===== src/rtl/ttl_dec_pkg.sv =====
// Shared constants for the TTL-like decoder.
// Holds the legal one-hot sel codes and the bit positions of each destination
// within the 8-bit one-hot destination vector and the wr_strobe output.
package ttl_dec_pkg;

  localparam logic [3:0] SEL_Z = 4'b0001;
  localparam logic [3:0] SEL_D = 4'b0010;
  localparam logic [3:0] SEL_A = 4'b0100;

  localparam int unsigned NUM_DEST = 8;

  // Bit order {b4,b3,b2,b1,a2,a1,d,z}
  localparam int unsigned WR_Z  = 0;
  localparam int unsigned WR_D  = 1;
  localparam int unsigned WR_A1 = 2;
  localparam int unsigned WR_A2 = 3;
  localparam int unsigned WR_B1 = 4;
  localparam int unsigned WR_B2 = 5;
  localparam int unsigned WR_B3 = 6;
  localparam int unsigned WR_B4 = 7;

endpackage


===== src/rtl/ttl_dec_route.sv =====
// Combinational destination decoder.
// Ports:
//   sel     - 4-bit one-hot destination select (z, d, a-group, anything else b-group)
//   sel2    - a-group sub-select (0 a1, 1 a2)
//   sel3    - b-group sub-select (00 b1 .. 11 b4)
//   dest    - 8-bit one-hot destination, bit order {b4,b3,b2,b1,a2,a1,d,z}
//   illegal - sel was not one of the three legal one-hot codes
module ttl_dec_route
  import ttl_dec_pkg::*;
(
  input  logic [3:0]          sel,
  input  logic                sel2,
  input  logic [1:0]          sel3,
  output logic [NUM_DEST-1:0] dest,
  output logic                illegal
);

  always_comb begin
    dest    = '0;
    illegal = 1'b0;
    // sel is not guaranteed one-hot, so a plain case with a catch-all default
    case (sel)
      SEL_Z: dest[WR_Z] = 1'b1;
      SEL_D: dest[WR_D] = 1'b1;
      SEL_A: begin
        if (sel2) dest[WR_A2] = 1'b1;
        else      dest[WR_A1] = 1'b1;
      end
      default: begin
        // Zero and multi-hot codes fall through to the b-group
        illegal = 1'b1;
        case (sel3)
          2'b00:   dest[WR_B1] = 1'b1;
          2'b01:   dest[WR_B2] = 1'b1;
          2'b10:   dest[WR_B3] = 1'b1;
          default: dest[WR_B4] = 1'b1;
        endcase
      end
    endcase
  end

endmodule


===== src/rtl/ttl_like_decoder.sv =====
// Two-stage data router: accepts a word plus destination select, then writes it
// into one of eight destination registers on the following edge.
// Optional feature: define DEC_ERR_COUNT_EN to add err_cnt, a saturating count
// of writes made with an illegal sel.
// Ports:
//   clk, reset            - clock, asynchronous active-high reset
//   g, sel, sel2, sel3    - data word and destination select
//   in_valid, in_ready    - input handshake (in_ready = ~freeze)
//   freeze                - stalls stage, destinations and sel_err; masks wr_strobe
//   clr_d                 - synchronous clear of d, effective even when frozen
//   z, d, a1, a2, b1..b4  - destination registers
//   wr_strobe             - one-cycle one-hot write pulse {b4,b3,b2,b1,a2,a1,d,z}
//   err_cnt               - (DEC_ERR_COUNT_EN only) saturating illegal-write count
//   sel_err               - last write used an illegal sel
module ttl_like_decoder
  import ttl_dec_pkg::*;
#(
  parameter int unsigned WIDTH = 4
) (
  input  logic             clk,
  input  logic             reset,
  input  logic [WIDTH-1:0] g,
  input  logic [3:0]       sel,
  input  logic             sel2,
  input  logic [1:0]       sel3,
  input  logic             in_valid,
  output logic             in_ready,
  input  logic             freeze,
  input  logic             clr_d,
  output logic [WIDTH-1:0] z,
  output logic [WIDTH-1:0] d,
  output logic [WIDTH-1:0] a1,
  output logic [WIDTH-1:0] a2,
  output logic [WIDTH-1:0] b1,
  output logic [WIDTH-1:0] b2,
  output logic [WIDTH-1:0] b3,
  output logic [WIDTH-1:0] b4,
  output logic [7:0]       wr_strobe,
`ifdef DEC_ERR_COUNT_EN
  output logic [7:0]       err_cnt,
`endif
  output logic             sel_err
);

  logic [NUM_DEST-1:0] route_dest;
  logic                route_illegal;

  ttl_dec_route u_route (
    .sel     (sel),
    .sel2    (sel2),
    .sel3    (sel3),
    .dest    (route_dest),
    .illegal (route_illegal)
  );

  logic                           accept;
  logic                           do_write;
  logic [WIDTH-1:0]               stage_data_q;
  logic [NUM_DEST-1:0]            stage_dest_q;
  logic                           stage_err_q;
  logic                           stage_valid_q;
  logic [NUM_DEST-1:0][WIDTH-1:0] regs_q, regs_d;
  logic [NUM_DEST-1:0]            strobe_q, strobe_d;
  logic                           sel_err_q, sel_err_d;

  assign in_ready = ~freeze;
  assign accept   = in_valid & in_ready;
  assign do_write = stage_valid_q & ~freeze;

  // Stage register
  always_ff @(posedge clk or posedge reset) begin
    if (reset) begin
      stage_valid_q <= 1'b0;
      stage_data_q  <= '0;
      stage_dest_q  <= '0;
      stage_err_q   <= 1'b0;
    end else if (!freeze) begin
      stage_valid_q <= accept;
      if (accept) begin
        stage_data_q <= g;
        stage_dest_q <= route_dest;
        stage_err_q  <= route_illegal;
      end
    end
  end

  always_comb begin
    regs_d    = regs_q;
    strobe_d  = '0;
    sel_err_d = sel_err_q;
    if (do_write) begin
      for (int unsigned i = 0; i < NUM_DEST; i++) begin
        if (stage_dest_q[i]) regs_d[i] = stage_data_q;
      end
      strobe_d  = stage_dest_q;
      sel_err_d = stage_err_q;
    end
    // Clear beats a simultaneous d write; the strobe still fires
    if (clr_d) regs_d[WR_D] = '0;
  end

  always_ff @(posedge clk or posedge reset) begin
    if (reset) begin
      regs_q    <= '0;
      strobe_q  <= '0;
      sel_err_q <= 1'b0;
    end else begin
      regs_q    <= regs_d;
      strobe_q  <= strobe_d;
      sel_err_q <= sel_err_d;
    end
  end

`ifdef DEC_ERR_COUNT_EN
  logic [7:0] err_cnt_q;

  always_ff @(posedge clk or posedge reset) begin
    if (reset) begin
      err_cnt_q <= '0;
    end else if (do_write && stage_err_q && (err_cnt_q != 8'hFF)) begin
      err_cnt_q <= err_cnt_q + 8'd1;
    end
  end

  assign err_cnt = err_cnt_q;
`endif

  // Masked combinationally so the strobe reads zero for the whole frozen cycle
  assign wr_strobe = strobe_q & {NUM_DEST{~freeze}};
  assign sel_err   = sel_err_q;

  assign z  = regs_q[WR_Z];
  assign d  = regs_q[WR_D];
  assign a1 = regs_q[WR_A1];
  assign a2 = regs_q[WR_A2];
  assign b1 = regs_q[WR_B1];
  assign b2 = regs_q[WR_B2];
  assign b3 = regs_q[WR_B3];
  assign b4 = regs_q[WR_B4];

endmodule


===== config.mk =====
export PLATFORM = sky130hd
export DESIGN_NAME = ttl_like_decoder
export DESIGN_NICKNAME = d
export VERILOG_FILES = /design/src/rtl/ttl_dec_pkg.sv /design/src/rtl/ttl_dec_route.sv /design/src/rtl/ttl_like_decoder.sv
export SDC_FILE = /design/constraint.sdc
export NUM_CORES = 1
export LEC_CHECK = 0
export ABC_CLOCK_PERIOD_IN_PS = 1500
export CORE_MARGIN = 4
export CORE_UTILIZATION = 30
export CTS_BUF_LIST = sky130_fd_sc_hd__clkbuf_8
export DETAILED_ROUTE_END_ITERATION = 8
export DONT_BUFFER_PORTS = 1
export GPL_ROUTABILITY_DRIVEN = 1
export PLACE_DENSITY = 0.47
export SYNTH_ARGS = -nofsm -noshare
export SYNTH_HDL_FRONTEND = slang
export SYNTH_HIERARCHICAL = 1
export SYNTH_SLANG_ARGS = --single-unit

===== constraint.sdc =====
create_clock -name clk -period 1.5 [get_ports clk]
set_input_delay 0.15 -clock clk [delete_from_list [all_inputs] [get_ports clk]]
set_output_delay 0.15 -clock clk [all_outputs]
set_load 0.005 [all_outputs]

==> impl_metrics.toml <==
[run_status]
status = "finished, final reports clean"

[worst_hold_path]
worstHoldPathType = "input pin to flop"
min_path_cells = 2
min_to = "d[1]"
hp-start = "clr_d"

[detailed_routing]
drc = 0
wl_per_cell_microns = 18.6
vias = 1276
drtIter0Drc = 60
routed_wl_microns = 5070
drt_first_pass_iters = 4
viasPerCell = 4.69
drtAntennaViolNets = 0

[worst_setup_path]
cp.arrival_ps = 1430
r2r_slack_ps = 250
cp_slowest_cell = "dfrtp_1"
required_ps = 1680
critPathMaxStageDelay_ps = 470
rr_worst_depth = 3
cp_top_family = "flip-flops"
cp_num_buf_inv = 1
r2r-end = "b4[3]"
cp_max_fo = 6
worst_setup_path_start_kind = "flop"
worstSetupEndpointType = "flop"
r2r-start = "stage_valid_q"
worstSetupPathType = "flop to flop"
crit_chain = "buf_4 -> nand3b_4 -> mux2_2"

[yosys]
synth.ff_latch_count = 55
netlist.area_leader.share_pct = 56.7
yosysWarnings = 6
ys_seq_area_share_pct = 56.7
syn_area_per_cell_sq_um = 15.2
synth.distinct_cells = 23
synth_area_sq_um = 2430
syn_nets = 176
synth_cells = 160
post-synth-top-area-cell = "dfrtp_1"
synth_area_leaders = "dfrtp_1, mux2_2, nand3b_4"

[sta]
max_freq_ghz = 0.798
setup_ws_ps = 247
worst_pin_slew_ps = 482
skew_ps = 7.40
fin_crit_sh_pct = 83.6
final-hold-violation-count = 0
setup_violations = 0
slew_headroom_pct = 67.8
fin_setup_tns_ps = 0
rsz0062_at_grt = "false"
fin_crit_ps = 1250
finalMaxSlewViolations = 0

[grt]
antenna_found_initial = 0
track_usage_pct = 11.0
first_global_vias = 1482
grt_max_degree = 56
grt_pass1_wl_microns = 8350
overflow = 0

[place]
dp_hpwl_microns = 3600
gp_congestion = 0.769
pre_cts_ws_ps = 267
io_buffers = 0

[finish]
drive_above_1_share_pct = 36.5
antennaDiodeCount = 0
final_nets = 187
synthToLayoutAreaGrowth_pct = 10.0

[clocking]
post-cts-setup-buffers = 0
cts_buffer_depth = 2
clk_pin_slew_ps = 90
cts_tree = "yes"
clkLatencyLatePin_ps = 300
clock_sinks = 55
cts_htree_levels = 2
cts_buffers = 5
root_buffer = "clkbuf_8"

[floorplanning]
ios = 58
coreArea_sq_um = 7810
fp.dieW_microns = 97.9
die-area_sq_um = 9590
die_h_microns = 97.9
start_util_pct = 31.1
rows = 32

[pwr]
p_leak_nw = 1.37
peakVddDrop_mv = 0.820
p_per_area_nw_per_um2 = 1250

[job]
maxCapViolCount = 0
==> worst max-delay path by stage <==
stage / start / to / slack (ps) / cells after the start
2_1_floorplan: reset / a1[0] / 7 / 1
3_3_place_gp: stage_valid_q / b2[3] / 300 / 3
3_5_place_dp: stage_valid_q / b1[2] / 270 / 3
4_1_cts: stage_valid_q / b1[2] / 240 / 3
5_1_grt: stage_valid_q / b3[1] / 190 / 3
6_report: stage_valid_q / b4[3] / 250 / 3
==> per-stage QoR <==
step	instances	hold slack [ps]	area, sq um	total power [mW]	utilization [%]
after floorplan	160	298	2430	2.46	-
after global placement	260	104	2540	2.62	32.5
after detailed placement	260	123	2540	2.65	32.5
after CTS	272	15.7	2670	3.42	34.2
after global routing	272	16.6	2670	3.54	34.2
final	272	24.0	2670	3.35	34.2
==> where the power goes <==
group	internal [mW]	switching, mW	total (mW)
Clock	0.306	0.430	0.736
Sequential	1.81	0.322	2.14
Combinational	0.316	0.160	0.476
Total	2.44	0.912	3.35
==> area by class of cell <==
class / count / area (sq um)
well taps: 102 / 128
fillers: 763 / 5140
inverters: 10 / 37.5
clock inverters: 1 / 3.75
clock buffers: 5 / 68.8
multi-input cells: 89 / 952
flip-flops and latches: 55 / 1380
repair buffers: 10 / 103
==> cell families after synthesis <==
group / after synthesis / synth area share (%)
DFF: 55 / 56.7
muxes: 46 / 22.5
and+or+nand+nor: 39 / 15.5
buffers and inverters: 16 / 4.02
AOI/OAI and AO/OA: 3 / 0.825
xor gates and xnor gates: 1 / 0.361
==> per-layer routing <==
metal | global-route usage, % | part of all wire (%) | wire [microns]
met3 | 4.64 | 8.9 | 451
met4 | 1.92 | 0.49 | 25
met2 | 18.5 | 51 | 2570
met5 | 0 | 0 | 0
met1 | 13.3 | 40 | 2020
==> cells in the final DEF, fill, tap and decap left out <==
cell type and n:
mux2i_1 4, dlygate4sd3_1 6, dfrtp_1 55, nand3b_4 7, inv_1 10, nor4b_1 1, buf_4 3, nand2b_1 10
and2b_1 1, and3b_1 1, buf_12 1, mux2_2 33, nand2_1 1, mux2_4 9, o21ai_0 1, clkbuf_8 5
inv_2 1, o211ai_1 1, nor4b_4 1, nor4b_2 2, and2_1 1, nor4_1 3, a21o_1 1, xor2_1 1
nor2b_1 10, nor2_1 1
==> worst reg2reg max path, stage by stage, from the launching register on <==
cell      delay [ps]
dfrtp_1          470
buf_4            210
nand3b_4         110
mux2_2           350
==> cells in the mapped netlist <==
| cell type | n |
|---|---|
| a21o_1 | 1 |
| and2_1 | 1 |
| and2b_1 | 1 |
| and3b_1 | 1 |
| buf_6 | 5 |
| clkbuf_1 | 1 |
| dfrtp_1 | 55 |
| inv_1 | 10 |
| mux2_2 | 33 |
| mux2_4 | 9 |
| mux2i_1 | 4 |
| nand2_1 | 1 |
| nand2b_1 | 10 |
| nand3b_4 | 7 |
| nor2_1 | 1 |
| nor2b_1 | 10 |
| nor4_1 | 3 |
| nor4b_1 | 1 |
| nor4b_2 | 2 |
| nor4b_4 | 1 |
| o211ai_1 | 1 |
| o21ai_0 | 1 |
| xor2_1 | 1 |
==> registers in the layout (all words and copies together) (netlist names) <==
register,cells
b4,4
z,4
stage_dest_q,8
b1,4
a1,4
sel_err,1
stage_valid_q,1
b3,4
d,4
stage_err_q,1
a2,4
b2,4
strobe_q,8
stage_data_q,4
==> timing repair <==
action,4_1_cts,5_1_grt
hold buffers,6,0
endpoints found under the hold margin,60,0
resized for setup,0,0
Power figures use the tool's default switching activity.
